[src/rtl/fft_uart_frame_scheduler.sv]
// Frame scheduler between a UART receiver, an FFT core and a UART transmitter:
// collects FFT_SIZE bytes, waits for the FFT, then sends header, 2*FFT_SIZE payload bytes and a checksum.
module fft_uart_frame_scheduler #(
  parameter int                     FFT_SIZE     = 32,
  parameter int                     DATA_LENGTH  = 8,
  parameter int                     GAP_TIMEOUT  = 4340,
  parameter int                     FFT_WATCHDOG = 1024,
  parameter logic [DATA_LENGTH-1:0] HEADER       = 8'hA5
) (
  input  logic                   i_clk,
  input  logic                   i_rst_n,
  input  logic                   i_rx_valid,
  input  logic                   i_fft_done,
  input  logic                   i_tx_done,
  input  logic [DATA_LENGTH-1:0] i_payload_byte,
  output logic                   o_fft_rst,
  output logic                   o_rx_block,
  output logic                   o_tx_enable,
  output logic                   o_tx_start,
  output logic [DATA_LENGTH-1:0] o_tx_byte,
  output logic [6:0]             o_sel,
  output logic                   o_busy,
  output logic                   o_err_timeout,
  output logic                   o_err_overrun
);

  localparam int RX_W  = $clog2(FFT_SIZE + 1);
  localparam int GAP_W = $clog2(GAP_TIMEOUT + 1);
  localparam int WD_W  = $clog2(FFT_WATCHDOG + 1);

  localparam logic [RX_W-1:0]  RX_LAST  = RX_W'(FFT_SIZE - 1);
  localparam logic [GAP_W-1:0] GAP_LAST = GAP_W'(GAP_TIMEOUT - 1);
  localparam logic [WD_W-1:0]  WD_LAST  = WD_W'(FFT_WATCHDOG - 1);
  localparam logic [6:0]       SEL_LAST = 7'(2 * FFT_SIZE - 1);

  typedef enum logic [2:0] {
    IDLE,
    RECEIVE,
    COMPUTE,
    TX_HDR,
    TX_PAYLOAD,
    TX_CSUM
  } state_t;

  state_t                 state;
  logic [RX_W-1:0]        rx_count;
  logic [GAP_W-1:0]       gap_cnt;
  logic [WD_W-1:0]        wdog_cnt;
  logic [DATA_LENGTH-1:0] checksum;
  logic                   tx_pending;
  logic                   in_blocked_state;

  assign in_blocked_state = (state != IDLE) && (state != RECEIVE);

  // Each TX byte takes a launch cycle (start pulse, byte latched) followed by a wait for
  // i_tx_done; the launch cycle lets i_payload_byte settle after o_sel changes.
  always_ff @(posedge i_clk or negedge i_rst_n) begin
    if (!i_rst_n) begin
      state         <= IDLE;
      rx_count      <= '0;
      gap_cnt       <= '0;
      wdog_cnt      <= '0;
      checksum      <= '0;
      tx_pending    <= 1'b0;
      o_fft_rst     <= 1'b1;
      o_rx_block    <= 1'b0;
      o_tx_enable   <= 1'b0;
      o_tx_start    <= 1'b0;
      o_tx_byte     <= '0;
      o_sel         <= '0;
      o_busy        <= 1'b0;
      o_err_timeout <= 1'b0;
      o_err_overrun <= 1'b0;
    end else begin
      o_tx_start    <= 1'b0;
      o_err_timeout <= 1'b0;
      o_err_overrun <= i_rx_valid && in_blocked_state;

      case (state)
        IDLE: begin
          if (i_rx_valid) begin
            state     <= RECEIVE;
            rx_count  <= RX_W'(1);
            gap_cnt   <= '0;
            o_fft_rst <= 1'b0;
            o_busy    <= 1'b1;
          end
        end

        RECEIVE: begin
          if (i_rx_valid) begin
            gap_cnt  <= '0;
            rx_count <= rx_count + RX_W'(1);
            if (rx_count == RX_LAST) begin
              state      <= COMPUTE;
              wdog_cnt   <= '0;
              o_rx_block <= 1'b1;
            end
          end else if (gap_cnt == GAP_LAST) begin
            state         <= IDLE;
            rx_count      <= '0;
            gap_cnt       <= '0;
            o_err_timeout <= 1'b1;
            o_fft_rst     <= 1'b1;
            o_busy        <= 1'b0;
          end else begin
            gap_cnt <= gap_cnt + GAP_W'(1);
          end
        end

        // A done arriving on the same cycle as watchdog expiry still proceeds to transmit.
        COMPUTE: begin
          if (i_fft_done) begin
            state       <= TX_HDR;
            rx_count    <= '0;
            wdog_cnt    <= '0;
            checksum    <= '0;
            tx_pending  <= 1'b0;
            o_tx_enable <= 1'b1;
          end else if (wdog_cnt == WD_LAST) begin
            state         <= IDLE;
            rx_count      <= '0;
            wdog_cnt      <= '0;
            o_err_timeout <= 1'b1;
            o_fft_rst     <= 1'b1;
            o_rx_block    <= 1'b0;
            o_busy        <= 1'b0;
          end else begin
            wdog_cnt <= wdog_cnt + WD_W'(1);
          end
        end

        TX_HDR: begin
          if (!tx_pending) begin
            tx_pending <= 1'b1;
            o_tx_start <= 1'b1;
            o_tx_byte  <= HEADER;
          end else if (i_tx_done) begin
            tx_pending <= 1'b0;
            state      <= TX_PAYLOAD;
          end
        end

        TX_PAYLOAD: begin
          if (!tx_pending) begin
            tx_pending <= 1'b1;
            o_tx_start <= 1'b1;
            o_tx_byte  <= i_payload_byte;
            checksum   <= checksum + i_payload_byte;
          end else if (i_tx_done) begin
            tx_pending <= 1'b0;
            if (o_sel == SEL_LAST) begin
              state <= TX_CSUM;
            end else begin
              o_sel <= o_sel + 7'd1;
            end
          end
        end

        TX_CSUM: begin
          if (!tx_pending) begin
            tx_pending <= 1'b1;
            o_tx_start <= 1'b1;
            o_tx_byte  <= checksum;
          end else if (i_tx_done) begin
            tx_pending  <= 1'b0;
            state       <= IDLE;
            o_sel       <= '0;
            o_fft_rst   <= 1'b1;
            o_rx_block  <= 1'b0;
            o_tx_enable <= 1'b0;
            o_busy      <= 1'b0;
          end
        end

        default: begin
          state       <= IDLE;
          tx_pending  <= 1'b0;
          o_sel       <= '0;
          o_fft_rst   <= 1'b1;
          o_rx_block  <= 1'b0;
          o_tx_enable <= 1'b0;
          o_busy      <= 1'b0;
        end
      endcase
    end
  end

endmodule

[config.mk]
export PLATFORM = sky130hd
export DESIGN_NAME = fft_uart_frame_scheduler
export DESIGN_NICKNAME = d
export VERILOG_FILES = /design/src/rtl/fft_uart_frame_scheduler.sv
export SDC_FILE = /design/constraint.sdc
export NUM_CORES = 1
export LEC_CHECK = 0
export CAP_MARGIN = 20
export CORE_MARGIN = 8
export CORE_UTILIZATION = 55
export DETAILED_ROUTE_END_ITERATION = 8
export PLACE_DENSITY_LB_ADDON = 0.1
export SLEW_MARGIN = 20
export SYNTH_ARGS = -nofsm -noshare
export SYNTH_HDL_FRONTEND = slang
export SYNTH_SLANG_ARGS = --single-unit
[constraint.sdc]
create_clock -name i_clk -period 6 [get_ports i_clk]
set_input_delay 1.2 -clock i_clk [delete_from_list [all_inputs] [get_ports i_clk]]
set_output_delay 1.2 -clock i_clk [all_outputs]
set_load 0.05 [all_outputs]
==> results.toml <==
[outcome]
outcome = "completed"

[global_routing]
gr_ovfl_total = 0
grt_antenna_before_repair = 0
groute.usage.overall_pct = 17.8
grt_pass1_vias = 2768
wire_length_of_the_first_global_routing_pass_um = 12900
largest_net_degree_at_the_start_of_global_routing = 65

[routing]
route.detailed.drc = 0
wl_um = 7560
ant_nets = 0
firstDrtPassIters = 4
detailroute.via_count = 2901
via_per_instance_ratio = 5.93
avgRoutedWirePerCell_um = 15.5
first_iter_violations = 144

[power_and_ir_drop]
cellInternalPower_mw = 0.990
power.share.clock_pct = 18.5
share_seq_of_total_power_pct = 36.6
powerDensity_mw_per_mm2 = 426
vdd.ir_drop.worst_mv = 0.244
swShare_pct = 42.6
switching_power_mw = 0.735
cellLeakagePower_nw = 1.75
p_comb_share_pct = 44.8

[sta]
timing_worst_slew_pin_value_ns = 0.789
fin_tns_setup_ns = 0
slew_viol_final = 0
finClkSkew_ns = 0.0140
crit_share_post_route_pct = 49.5
hold_viol = 0
clock.fmax_mhz = 337
rsz0062_at_grt = "false"
timing.final.setup_violations = 0
final_period_minus_worst_setup_slack_ns = 2.97
worst_slew_margin_rel_pct = 47.4

[synth]
avgSynthCellArea_um2 = 9.29
ys_async_sr_fraction_pct = 100
synthFlopType = "sky130_fd_sc_hd__dfrtp_1"
synth-seq-area-share_pct = 45.5
yosys.cell_count.top_type = "sky130_fd_sc_hd__dfrtp_1"
syn-num-nets = 404
synth.ff_latch_count = 64
synth_commonest_cells = "63 x sky130_fd_sc_hd__dfrtp_1, 37 x sky130_fd_sc_hd__nand2_1, 36 x sky130_fd_sc_hd__o21ai_0"
post_syn_area_mm2 = 0.00352
synth_largest_area_cell = "sky130_fd_sc_hd__dfrtp_1"
yosysWarnings = 0
synth_enable_flop_cells = 0
post_synth_num_cell_types = 53
synth.area.top_cells = "sky130_fd_sc_hd__dfrtp_1 45%, sky130_fd_sc_hd__o21ai_0 5.1%, sky130_fd_sc_hd__nand2_1 3.9%, sky130_fd_sc_hd__ha_1 3.9%, sky130_fd_sc_hd__nor2_1 3.7%"
netlist.area_leader.share_pct = 44.8
instance_count_of_the_mapped_netlist = 379

[worst_setup_path]
worstPathArrival_ns = 3.19
crit_required_ns = 6.22
crit_path_max_fanout = 11
cp_slowest_cell = "sky130_fd_sc_hd__clkdlybuf4s50_1"
crit_type = "primary input to flop"
critical_path.startpoint_type = "primary input"
endpoint_kind = "flop"
cell_repeated_most_along_the_worst_path = "sky130_fd_sc_hd__nor2_1"
critical-path-max-stage-delay_ns = 0.60
timing.critical_path.cells = "clkdlybuf4s50_1 -> nor2_1 -> nand2_1 -> nor2_1 -> nor2_8 -> nand3_2 -> mux2_4"
rrSetupSlack_ns = 3.58

[floorplanning]
start_util_pct = 56.1
std_cell_rows = 29
floorplan.die_area_mm2 = 0.00922
core_area_mm2 = 0.00628
die_w_um = 96.0
die_height_um = 96.0
ioPinCount = 35

[finish]
multi_input_area_mm2 = 0.00180
final_nets = 432
insertedDiodeCount = 0
layout-drive-gt1-share_pct = 6.07
layout.area.seq_mm2 = 0.00160
fillers = 557
final_util_pct = 64.5
area.growth.synth_to_final_pct = 15.0

[cts]
cts-buffers-inserted = 9
clkSinkCount = 64
cts.htree.levels = 3
clk-insertion-delay-late_ns = 0.34
postCtsResizedCells = 0
clock_tree_from_tritoncts = "yes"
post_cts_buffers = 0
clk_pin_slew_ns = 0.07
holdBufCountCts = 0
clock-root-buffer = "sky130_fd_sc_hd__clkbuf_8"
clock_tree.buffer_depth = 2

[place]
routabilityCongestion = 0.816
hpwlAfterDp_um = 5210
port_buffers = 34

[flow_run]
cap_viol_max_count = 0

[min_path]
hold_path.class = "flop to flop"
[per-stage QoR]
| step | setup slack [ns] | hold slack [ns] | total power [mW] | instance area, um^2 | std cells |
|---|---|---|---|---|---|
| after floorplan | 3.25 | 0.446 | 1.20 | 3520 | 379 |
| after global placement | 2.75 | 0.463 | 1.40 | 3880 | 473 |
| after detailed placement | 2.72 | 0.471 | 1.41 | 3880 | 473 |
| after CTS | 3.07 | 0.487 | 1.74 | 4050 | 489 |
| after global routing | 2.93 | 0.518 | 1.84 | 4050 | 489 |
| final | 3.03 | 0.484 | 1.72 | 4050 | 489 |
[power groups by stage]
stage / Sequential, mW / Combinational, mW / Clock (mW)
floorplan: 0.745 / 0.459 / 0
global placement: 0.636 / 0.763 / 0
detailed placement: 0.641 / 0.774 / 0
CTS: 0.632 / 0.778 / 0.328
global route: 0.648 / 0.844 / 0.347
finish: 0.632 / 0.773 / 0.320
[path summary, 6_finish.rpt]
path,from,endpoint,cells after the start
worst max-delay path,i_rx_valid,state[0]$_DFFE_PN0P_,7
worst min-delay path,o_tx_byte[6]$_DFFE_PN0P_,o_tx_byte[6]$_DFFE_PN0P_,2
worst max register to register,state[2]$_DFFE_PN0P_,state[0]$_DFFE_PN0P_,6
worst min register to register,o_tx_byte[6]$_DFFE_PN0P_,o_tx_byte[6]$_DFFE_PN0P_,2
max in group asynchronous,i_rst_n,checksum[0]$_DFFE_PN0P_,2
min in group asynchronous,i_rst_n,wdog_cnt[6]$_DFFE_PN0P_,2
[final cells by class]
class                           count  area share [%]
Inverter                            9           0.835
Multi-Input combinational cell    287            44.5
Clock buffer                       15            3.87
Timing Repair Buffer               36            8.66
Tap cell                           77            2.38
Sequential cell                    64            39.6
Clock inverter                      1           0.124
[cell usage in the layout, fill, tap and decap left out, drive strengths merged, types with 3 or more instances in the layout]
cell type and count:
mux2i 5, a21o 5, a31oi 4, o31ai 11, clkbuf 15, inv 9, nand4 4, nand2 37
buf 3, xor2 8, or3 5, o21a 3, and3 11, nor2b 10, and2 3, a22o 12
a2111oi 4, nand3 17, nor3 5, nand2b 8, a21oi 21, clkdlybuf4s50 33, nor2 36, dfrtp 63
xnor2 6, ha 11, o22ai 4, o21ai 36
[layer usage]
layer / global-route usage (%) / share of wire (%)
met3: 4.06 / 4.5
met2: 26.5 / 47
met5: 0 / 0
met4: 7.94 / 0.97
met1: 24.2 / 47
[critical path, delay by kind of cell]
family,cells,cell delay (ns)
simple gates,5,1.10
buf+inv,1,0.60
mux,1,0.29
[state kept, by name (all words and copies together), names as in the netlist, 3 cells and up]
name,count
checksum,8
gap_cnt,13
o_sel,7
o_tx_byte,8
rx_count,6
state,3
wdog_cnt,11
[logic make-up (layout without fill, tap and decap cells)]
logic type / after synthesis / in the layout / share of synthesized area (%)
flops: 64 / 64 / 45.5
simple gates: 145 / 145 / 21.0
mux: 7 / 7 / 2.17
xor+xnor: 14 / 14 / 3.48
buf+inv: 28 / 61 / 3.27
fa+ha+maj: 12 / 12 / 4.48
compound gates: 109 / 109 / 20.0
Power figures use the tool's default switching activity.
